### config.mk
export PLATFORM = sky130hd
export DESIGN_NAME = mem_lsu
export DESIGN_NICKNAME = d
export VERILOG_FILES = /design/src/rtl/mem_lsu_pkg.sv /design/src/rtl/mem_lsu_align.sv /design/src/rtl/mem_lsu.sv
export SDC_FILE = /design/constraint.sdc
export NUM_CORES = 1
export LEC_CHECK = 0
export CAP_MARGIN = 20
export CORE_AREA = 2 2 198 200
export CTS_BUF_LIST = sky130_fd_sc_hd__clkbuf_2
export CTS_CLUSTER_SIZE = 40
export DETAILED_ROUTE_END_ITERATION = 7
export DIE_AREA = 0 0 200 202
export GPL_TIMING_DRIVEN = 0
export HOLD_SLACK_MARGIN = 0.15
export PLACE_DENSITY = 0.64
export SYNTH_ARGS = -nofsm -noshare
export SYNTH_HDL_FRONTEND = slang
export SYNTH_SLANG_ARGS = --single-unit
export TNS_END_PERCENT = 50
### constraint.sdc
create_clock -name clk -period 2.75 [get_ports clk]
set_input_delay 0.55 -clock clk [delete_from_list [all_inputs] [get_ports clk]]
set_output_delay 0.55 -clock clk [all_outputs]
set_load 0.02 [all_outputs]
### src/rtl/mem_lsu_pkg.sv
// Shared types and constants for the memory-access stage and its data-bus helpers.
package mem_lsu_pkg;

    localparam int unsigned DbusAddrBus = 32;
    localparam int unsigned DbusDataBus = 32;
    localparam int unsigned DbusBeBus   = 4;

    // Access size codes; 2'b11 falls through to word handling.
    localparam logic [1:0] MemByte = 2'b00;
    localparam logic [1:0] MemHalf = 2'b01;
    localparam logic [1:0] MemWord = 2'b10;

    typedef enum logic [2:0] {
        LsuIdle  = 3'd0,
        LsuReq   = 3'd1,
        LsuWait  = 3'd2,
        LsuDone  = 3'd3,
        LsuDrain = 3'd4
    } lsu_state_e;

    // Instruction fields captured when a bus access is issued.
    typedef struct packed {
        logic [31:0]            inst;
        logic [31:0]            instaddr;
        logic                   regs_wen;
        logic [4:0]             rd_addr;
        logic [31:0]            rd_data;
        logic                   csr_wen;
        logic [11:0]            csr_addr;
        logic [31:0]            csr_data;
        logic                   we;
        logic [1:0]             size;
        logic                   uns;
        logic [DbusAddrBus-1:0] addr;
        logic [DbusBeBus-1:0]   be;
        logic [DbusDataBus-1:0] wdata;
    } lsu_req_t;

    function automatic logic is_misaligned(input logic [1:0] size, input logic [1:0] addr_lo);
        case (size)
            MemByte: return 1'b0;
            MemHalf: return addr_lo[0];
            default: return addr_lo != 2'b00;
        endcase
    endfunction

endpackage

### src/rtl/mem_lsu_align.sv
// Byte-lane steering for the data bus: store enables/replication, load lane select and extension.
module lsu_align
    import mem_lsu_pkg::*;
(
    input  logic [1:0]             addr_lo_i,
    input  logic [1:0]             size_i,
    input  logic                   unsigned_i,
    input  logic [DbusDataBus-1:0] st_data_i,
    input  logic [DbusDataBus-1:0] ld_data_i,
    output logic [DbusBeBus-1:0]   be_o,
    output logic [DbusDataBus-1:0] st_data_o,
    output logic [DbusDataBus-1:0] ld_data_o,
    output logic                   misalign_o
);

    logic [7:0]  ld_byte;
    logic [15:0] ld_half;

    // Pick the addressed byte and halfword out of the returned word.
    always_comb begin
        case (addr_lo_i)
            2'd0:    ld_byte = ld_data_i[7:0];
            2'd1:    ld_byte = ld_data_i[15:8];
            2'd2:    ld_byte = ld_data_i[23:16];
            default: ld_byte = ld_data_i[31:24];
        endcase
        ld_half = addr_lo_i[1] ? ld_data_i[31:16] : ld_data_i[15:0];
    end

    // Size-dependent enables, store replication and load extension.
    always_comb begin
        misalign_o = is_misaligned(size_i, addr_lo_i);
        case (size_i)
            MemByte: begin
                be_o      = 4'b0001 << addr_lo_i;
                st_data_o = {4{st_data_i[7:0]}};
                ld_data_o = unsigned_i ? {24'd0, ld_byte} : {{24{ld_byte[7]}}, ld_byte};
            end
            MemHalf: begin
                be_o      = 4'b0011 << {addr_lo_i[1], 1'b0};
                st_data_o = {2{st_data_i[15:0]}};
                ld_data_o = unsigned_i ? {16'd0, ld_half} : {{16{ld_half[15]}}, ld_half};
            end
            default: begin
                be_o      = '1;
                st_data_o = st_data_i;
                ld_data_o = ld_data_i;
            end
        endcase
    end

endmodule

### src/rtl/mem_lsu.sv
// Memory-access pipeline stage: issues loads/stores on the req/gnt/rvalid data bus and stalls while outstanding.
module mem_lsu
    import mem_lsu_pkg::*;
#(
    parameter int unsigned BUS_TIMEOUT = 255
) (
    input  logic                   clk,
    input  logic                   rst,
    input  logic [31:0]            inst_i,
    input  logic [31:0]            instaddr_i,
    input  logic                   regs_wen_i,
    input  logic [4:0]             rd_addr_i,
    input  logic [31:0]            rd_data_i,
    input  logic                   csr_wen_i,
    input  logic [11:0]            csr_wr_addr_i,
    input  logic [31:0]            csr_wr_data_i,
    input  logic                   mem_req_i,
    input  logic                   mem_we_i,
    input  logic [1:0]             mem_size_i,
    input  logic                   mem_unsigned_i,
    input  logic [31:0]            mem_addr_i,
    input  logic [31:0]            mem_wdata_i,
    input  logic                   flush_i,
    output logic                   dbus_req_o,
    output logic                   dbus_we_o,
    output logic [DbusBeBus-1:0]   dbus_be_o,
    output logic [DbusAddrBus-1:0] dbus_addr_o,
    output logic [DbusDataBus-1:0] dbus_wdata_o,
    input  logic                   dbus_gnt_i,
    input  logic                   dbus_rvalid_i,
    input  logic                   dbus_err_i,
    input  logic [DbusDataBus-1:0] dbus_rdata_i,
    output logic                   stall_o,
    output logic [31:0]            inst_o,
    output logic [31:0]            instaddr_o,
    output logic                   regs_wen_o,
    output logic [4:0]             rd_addr_o,
    output logic [31:0]            rd_data_o,
    output logic                   csr_wen_o,
    output logic [11:0]            csr_wr_addr_o,
    output logic [31:0]            csr_wr_data_o,
    output logic                   misalign_o,
    output logic                   fault_o,
    output logic [31:0]            fault_addr_o
);

    // Wide enough for BUS_TIMEOUT+1, the largest value reachable when gnt lands on the last REQ cycle.
    localparam int unsigned CntW = $clog2(BUS_TIMEOUT + 2);

    lsu_state_e             state_q, state_d;
    logic [CntW-1:0]        cnt_q, cnt_d;
    lsu_req_t               req_q, req_d;
    logic [DbusDataBus-1:0] rdata_q, rdata_d;
    logic                   err_q, err_d;
    logic                   tmo_q, tmo_d;

    logic                   idle, misalign, timeout;
    logic [DbusBeBus-1:0]   al_be;
    logic [DbusDataBus-1:0] al_wdata, ld_ext;

    assign idle    = (state_q == LsuIdle);
    assign timeout = (32'(cnt_q) + 32'd1 >= BUS_TIMEOUT);

    // One aligner serves both directions: live inputs while issuing, latched fields afterwards.
    lsu_align u_align (
        .addr_lo_i  (idle ? mem_addr_i[1:0] : req_q.addr[1:0]),
        .size_i     (idle ? mem_size_i : req_q.size),
        .unsigned_i (idle ? mem_unsigned_i : req_q.uns),
        .st_data_i  (mem_wdata_i),
        .ld_data_i  (rdata_q),
        .be_o       (al_be),
        .st_data_o  (al_wdata),
        .ld_data_o  (ld_ext),
        .misalign_o (misalign)
    );

    // Next-state, request capture, timeout counting and bus request/stall generation.
    always_comb begin
        state_d    = state_q;
        cnt_d      = cnt_q;
        req_d      = req_q;
        rdata_d    = rdata_q;
        err_d      = err_q;
        tmo_d      = tmo_q;
        dbus_req_o = 1'b0;
        stall_o    = 1'b0;
        case (state_q)
            LsuIdle: begin
                cnt_d = '0;
                err_d = 1'b0;
                tmo_d = 1'b0;
                if (mem_req_i && !flush_i && !misalign) begin
                    dbus_req_o     = 1'b1;
                    stall_o        = 1'b1;
                    req_d.inst     = inst_i;
                    req_d.instaddr = instaddr_i;
                    req_d.regs_wen = regs_wen_i;
                    req_d.rd_addr  = rd_addr_i;
                    req_d.rd_data  = rd_data_i;
                    req_d.csr_wen  = csr_wen_i;
                    req_d.csr_addr = csr_wr_addr_i;
                    req_d.csr_data = csr_wr_data_i;
                    req_d.we       = mem_we_i;
                    req_d.size     = mem_size_i;
                    req_d.uns      = mem_unsigned_i;
                    req_d.addr     = mem_addr_i;
                    req_d.be       = al_be;
                    req_d.wdata    = al_wdata;
                    state_d        = dbus_gnt_i ? LsuWait : LsuReq;
                end
            end
            LsuReq: begin
                stall_o = 1'b1;
                cnt_d   = cnt_q + CntW'(1);
                if (flush_i) begin
                    state_d = LsuIdle;
                end else begin
                    dbus_req_o = 1'b1;
                    if (dbus_gnt_i) begin
                        state_d = LsuWait;
                    end else if (timeout) begin
                        state_d = LsuDone;
                        tmo_d   = 1'b1;
                    end
                end
            end
            LsuWait: begin
                stall_o = 1'b1;
                cnt_d   = cnt_q + CntW'(1);
                if (dbus_rvalid_i) begin
                    // A response arriving with the flush completes the drain in the same cycle.
                    state_d = flush_i ? LsuIdle : LsuDone;
                    rdata_d = dbus_rdata_i;
                    err_d   = dbus_err_i;
                end else if (flush_i) begin
                    state_d = LsuDrain;
                end else if (timeout) begin
                    state_d = LsuDone;
                    tmo_d   = 1'b1;
                end
            end
            LsuDrain: begin
                stall_o = 1'b1;
                cnt_d   = cnt_q + CntW'(1);
                // The timeout also bounds the drain so a silent bus cannot hang the core.
                if (dbus_rvalid_i || timeout) begin
                    state_d = LsuIdle;
                end
            end
            LsuDone: begin
                state_d = LsuIdle;
            end
            default: begin
                state_d = LsuIdle;
            end
        endcase
    end

    // Bus address/data: computed live while issuing, held from the capture while in REQ.
    always_comb begin
        dbus_we_o    = idle ? mem_we_i : req_q.we;
        dbus_be_o    = idle ? al_be : req_q.be;
        dbus_wdata_o = idle ? al_wdata : req_q.wdata;
        dbus_addr_o  = idle ? {mem_addr_i[31:2], 2'b00} : {req_q.addr[31:2], 2'b00};
    end

    // mem_wb-facing outputs: pass-through in IDLE, captured fields with extended load data in DONE.
    always_comb begin
        inst_o        = inst_i;
        instaddr_o    = instaddr_i;
        regs_wen_o    = regs_wen_i;
        rd_addr_o     = rd_addr_i;
        rd_data_o     = rd_data_i;
        csr_wen_o     = csr_wen_i;
        csr_wr_addr_o = csr_wr_addr_i;
        csr_wr_data_o = csr_wr_data_i;
        misalign_o    = 1'b0;
        fault_o       = 1'b0;
        fault_addr_o  = '0;
        if (!idle) begin
            inst_o        = req_q.inst;
            instaddr_o    = req_q.instaddr;
            rd_addr_o     = req_q.rd_addr;
            rd_data_o     = req_q.we ? req_q.rd_data : ld_ext;
            csr_wr_addr_o = req_q.csr_addr;
            csr_wr_data_o = req_q.csr_data;
            regs_wen_o    = 1'b0;
            csr_wen_o     = 1'b0;
        end
        case (state_q)
            LsuIdle: begin
                if (flush_i || mem_req_i) begin
                    regs_wen_o = 1'b0;
                    csr_wen_o  = 1'b0;
                end
                if (!flush_i && mem_req_i && misalign) begin
                    misalign_o   = 1'b1;
                    fault_addr_o = mem_addr_i;
                end
            end
            LsuDone: begin
                if (!flush_i) begin
                    if (err_q || tmo_q) begin
                        fault_o      = 1'b1;
                        fault_addr_o = req_q.addr;
                    end else begin
                        regs_wen_o = req_q.regs_wen;
                        csr_wen_o  = req_q.csr_wen;
                    end
                end
            end
            default: begin
            end
        endcase
    end

    // State and capture registers with synchronous reset.
    always_ff @(posedge clk) begin
        if (rst) begin
            state_q <= LsuIdle;
            cnt_q   <= '0;
            req_q   <= '0;
            rdata_q <= '0;
            err_q   <= 1'b0;
            tmo_q   <= 1'b0;
        end else begin
            state_q <= state_d;
            cnt_q   <= cnt_d;
            req_q   <= req_d;
            rdata_q <= rdata_d;
            err_q   <= err_d;
            tmo_q   <= tmo_d;
        end
    end

endmodule

==> impl_metrics.ini <==
[status]
status = finished with violations
violations = negative setup slack

[logic_synthesis]
postSynth.asyncResetShare_pct = 0
synth.distinct_cells = 65
synth_top_area_share_pct = 37.9
syn_avg_cell_area_um2 = 6.68
synth_edf_count = 0
ys_ff_latch = 265
ys_seq_area_share_pct = 37.9
synth_area_um2 = 14000
synth_top_cell_by_area = dfxtp_1
yosys_warnings = 0
netlist_top_cells_area = dfxtp_1 (38%), nand2_1 (26%), a21oi_1 (10%)
syn-instance-count = 2098
synth_flop_cell = dfxtp_1

[critical_path]
cp.arrival_ns = 3.12
worstPathCellList = nor3_4 > buf_6 > o211ai_1 > a221oi_2 > nand2_4 > buf_8 > a211oi_4 > buf_6
rr_worst_depth = 9
r2r-start = state_q[2]
end_kind = primary output
cp_num_buf_inv = 3
crit_start = state_q[2]
crit_top_cell = buf_6
startpoint_type = flip-flop
crit_cells = 8
crit_family = compound AO/OA/AOI/OAI gates
cp_slowest_stage_delay_ns = 0.40
critPathKind = flip-flop to primary output
crit_slowest_cell = a221oi_2
worstPathRequired_ns = 2.20
path_max_fanout = 6

[placement]
dpl_cell_area_um2 = 19700
dp.cells = 3118
hpwl_um = 48200
place_congestion = 0.931
portBuffers = 500

[cts]
clkSlewWorstSetupHoldPaths_ns = 0.09
cts_tree = built
cts.path.max_buffers = 3
clk_latency_ns = 0.94
clock_sinks = 265
h-tree-depth = 3
clockRootBuffer = clkbuf_2
numCtsBuffers = 74

[routing]
wl_per_cell_um = 19.8
drt_pass1_iterations = 6
vias = 18144
viasPerCell = 5.28
ant_nets = 0
wirelength_um = 67900
drc = 0
drtIter0Drc = 1308

[run]
cap_viol_max_count = 0

[timing]
setup_ws_ns = -0.922
finalSetupViolations = 292
rsz0062_at_grt = true
max_freq_mhz = 272
final.setup.tns_ns = -152.23
fin_crit_ns = 3.67
whs_ns = 0.224
tightest_slew_ns = 0.969
hold_violations = 0
slew_viol_final = 0
finalCritPeriodShare_pct = 134
slew_headroom_pct = 35.4
fin_skew_ns = 0.0579

[floorplan]
initial_core_util_pct = 36.6
ioPinCount = 506
die_h_um = 202
core-area_um2 = 38300
die_w_um = 200
die-area_um2 = 40400
rows = 72

[grt]
use_met3_pct = 8.24
antenna_found_initial = 6
grt_use_total_pct = 30.9
grt_start_max_net_pins = 12
top_usage_layer = met2
gr-total-overflow = 0
met2_usage_pct = 52.5
first_global_vias = 16970
grt_pass1_wl_um = 96000
met1_usage_pct = 35.8

[finish]
seqCellArea_um2 = 5320
final_common_cell = nand2_1
final_cell_mix = nand2_1 (846), a21oi_1 (280), dfxtp_1 (260)
fin_util_pct = 62.5
drive_gt1_share_pct = 25.4
design_area_um2 = 23900
syn_to_final_growth_pct = 70.8
nFillCells = 3459
layout.nets = 3124
instances_no_fill = 3435
multi_input_area_um2 = 9060

[pwr]
vdd_drop_max_mv = 0.267
p_leak_nw = 10.1
power_density_nw_per_um2 = 509

[hold_path]
hold_start = rd_data_i[29]
holdPathStages = 3
holdCritPathClass = input pin to flip-flop
area by class of cell:
type | instances | share of cell area, %
Multi-Input combinational cell | 1654 | 37.9
Timing Repair Buffer | 697 | 29.3
Sequential cell | 265 | 22.2
Buffer | 168 | 5.28
Tap cell | 518 | 2.71
Clock buffer | 106 | 2.22
Clock inverter | 13 | 0.209
Inverter | 8 | 0.141
Antenna cell | 6 | 0.0627
registers in the layout, summed over array words and instances, names as in the netlist:
register	cells
cnt_q	9
err_q	1
rdata_q	32
req_q	219
state_q	3
tmo_q	1
through the flow:
step           setup slack (ns)  total power [mW]
2_1_floorplan            0.0222              6.21
3_3_place_gp              -1.52              8.28
3_5_place_dp              -1.56              8.31
4_1_cts                   -1.02              11.2
5_1_grt                  -0.991              12.8
6_report                 -0.922              12.2
routing by layer:
| layer | vias up | wire length [um] | part of all wire, % |
|---|---|---|---|
| li1 | 8574 | - | - |
| met1 | 8457 | 25700 | 38 |
| met2 | 929 | 32700 | 48 |
| met3 | 184 | 6330 | 9.3 |
| met4 | 0 | 3180 | 4.7 |
| met5 | - | 0 | 0 |
synthesized netlist by cell type (all sizes together) (15+ instances only):
master,instances
a211oi,30
a21oi,289
a22o,34
a311oi,15
buf,56
clkbuf,117
dfxtp,265
mux2i,37
nand2,964
nand3b,34
nor2,59
o21ai,61
cells by family after synthesis:
kind of cell | synth area share (%)
XOR/XNOR | 0.125
other | 0.0268
adder cells (fa/ha/maj) | 0.250
flip-flops | 37.9
AO/OA/AOI/OAI | 21.7
buffers and inverters | 5.43
AND/OR/NAND/NOR | 31.8
multiplexers | 2.73
power breakdown:
part	switching [mW]	internal, mW	total (mW)
Combinational	2.92	2.45	5.37
Sequential	0.116	3.99	4.10
Clock	1.70	1.01	2.71
Total	4.73	7.44	12.2
worst register-to-register path: stages (launching register included):
cell,delay [ns]
dfxtp_4,0.37
nor3_4,0.26
buf_4,0.16
buf_6,0.10
and4_1,0.18
buf_2,0.20
clkbuf_1,0.56
clkbuf_1,0.63
nand2_1,0.13
a21oi_1,0.15
final timing paths:
kind	slack, ns	end
max	-0.92	rd_data_o[17]
min	0.22	req_q[146]
max reg2reg	-0.13	req_q[111]
min reg2reg	0.45	req_q[168]
timing repair:
action | in CTS | in global routing
endpoints found under the hold margin | 92 | 0
gates resized for setup | 697 | 1010
hold buffers | 92 | 0
pin swaps | 12 | 89
setup buffers | 13 | 73
gates cloned | 2 | 18
setup endpoints to repair | 252 | 292
No activity file was read; power rests on OpenSTA's default activity.
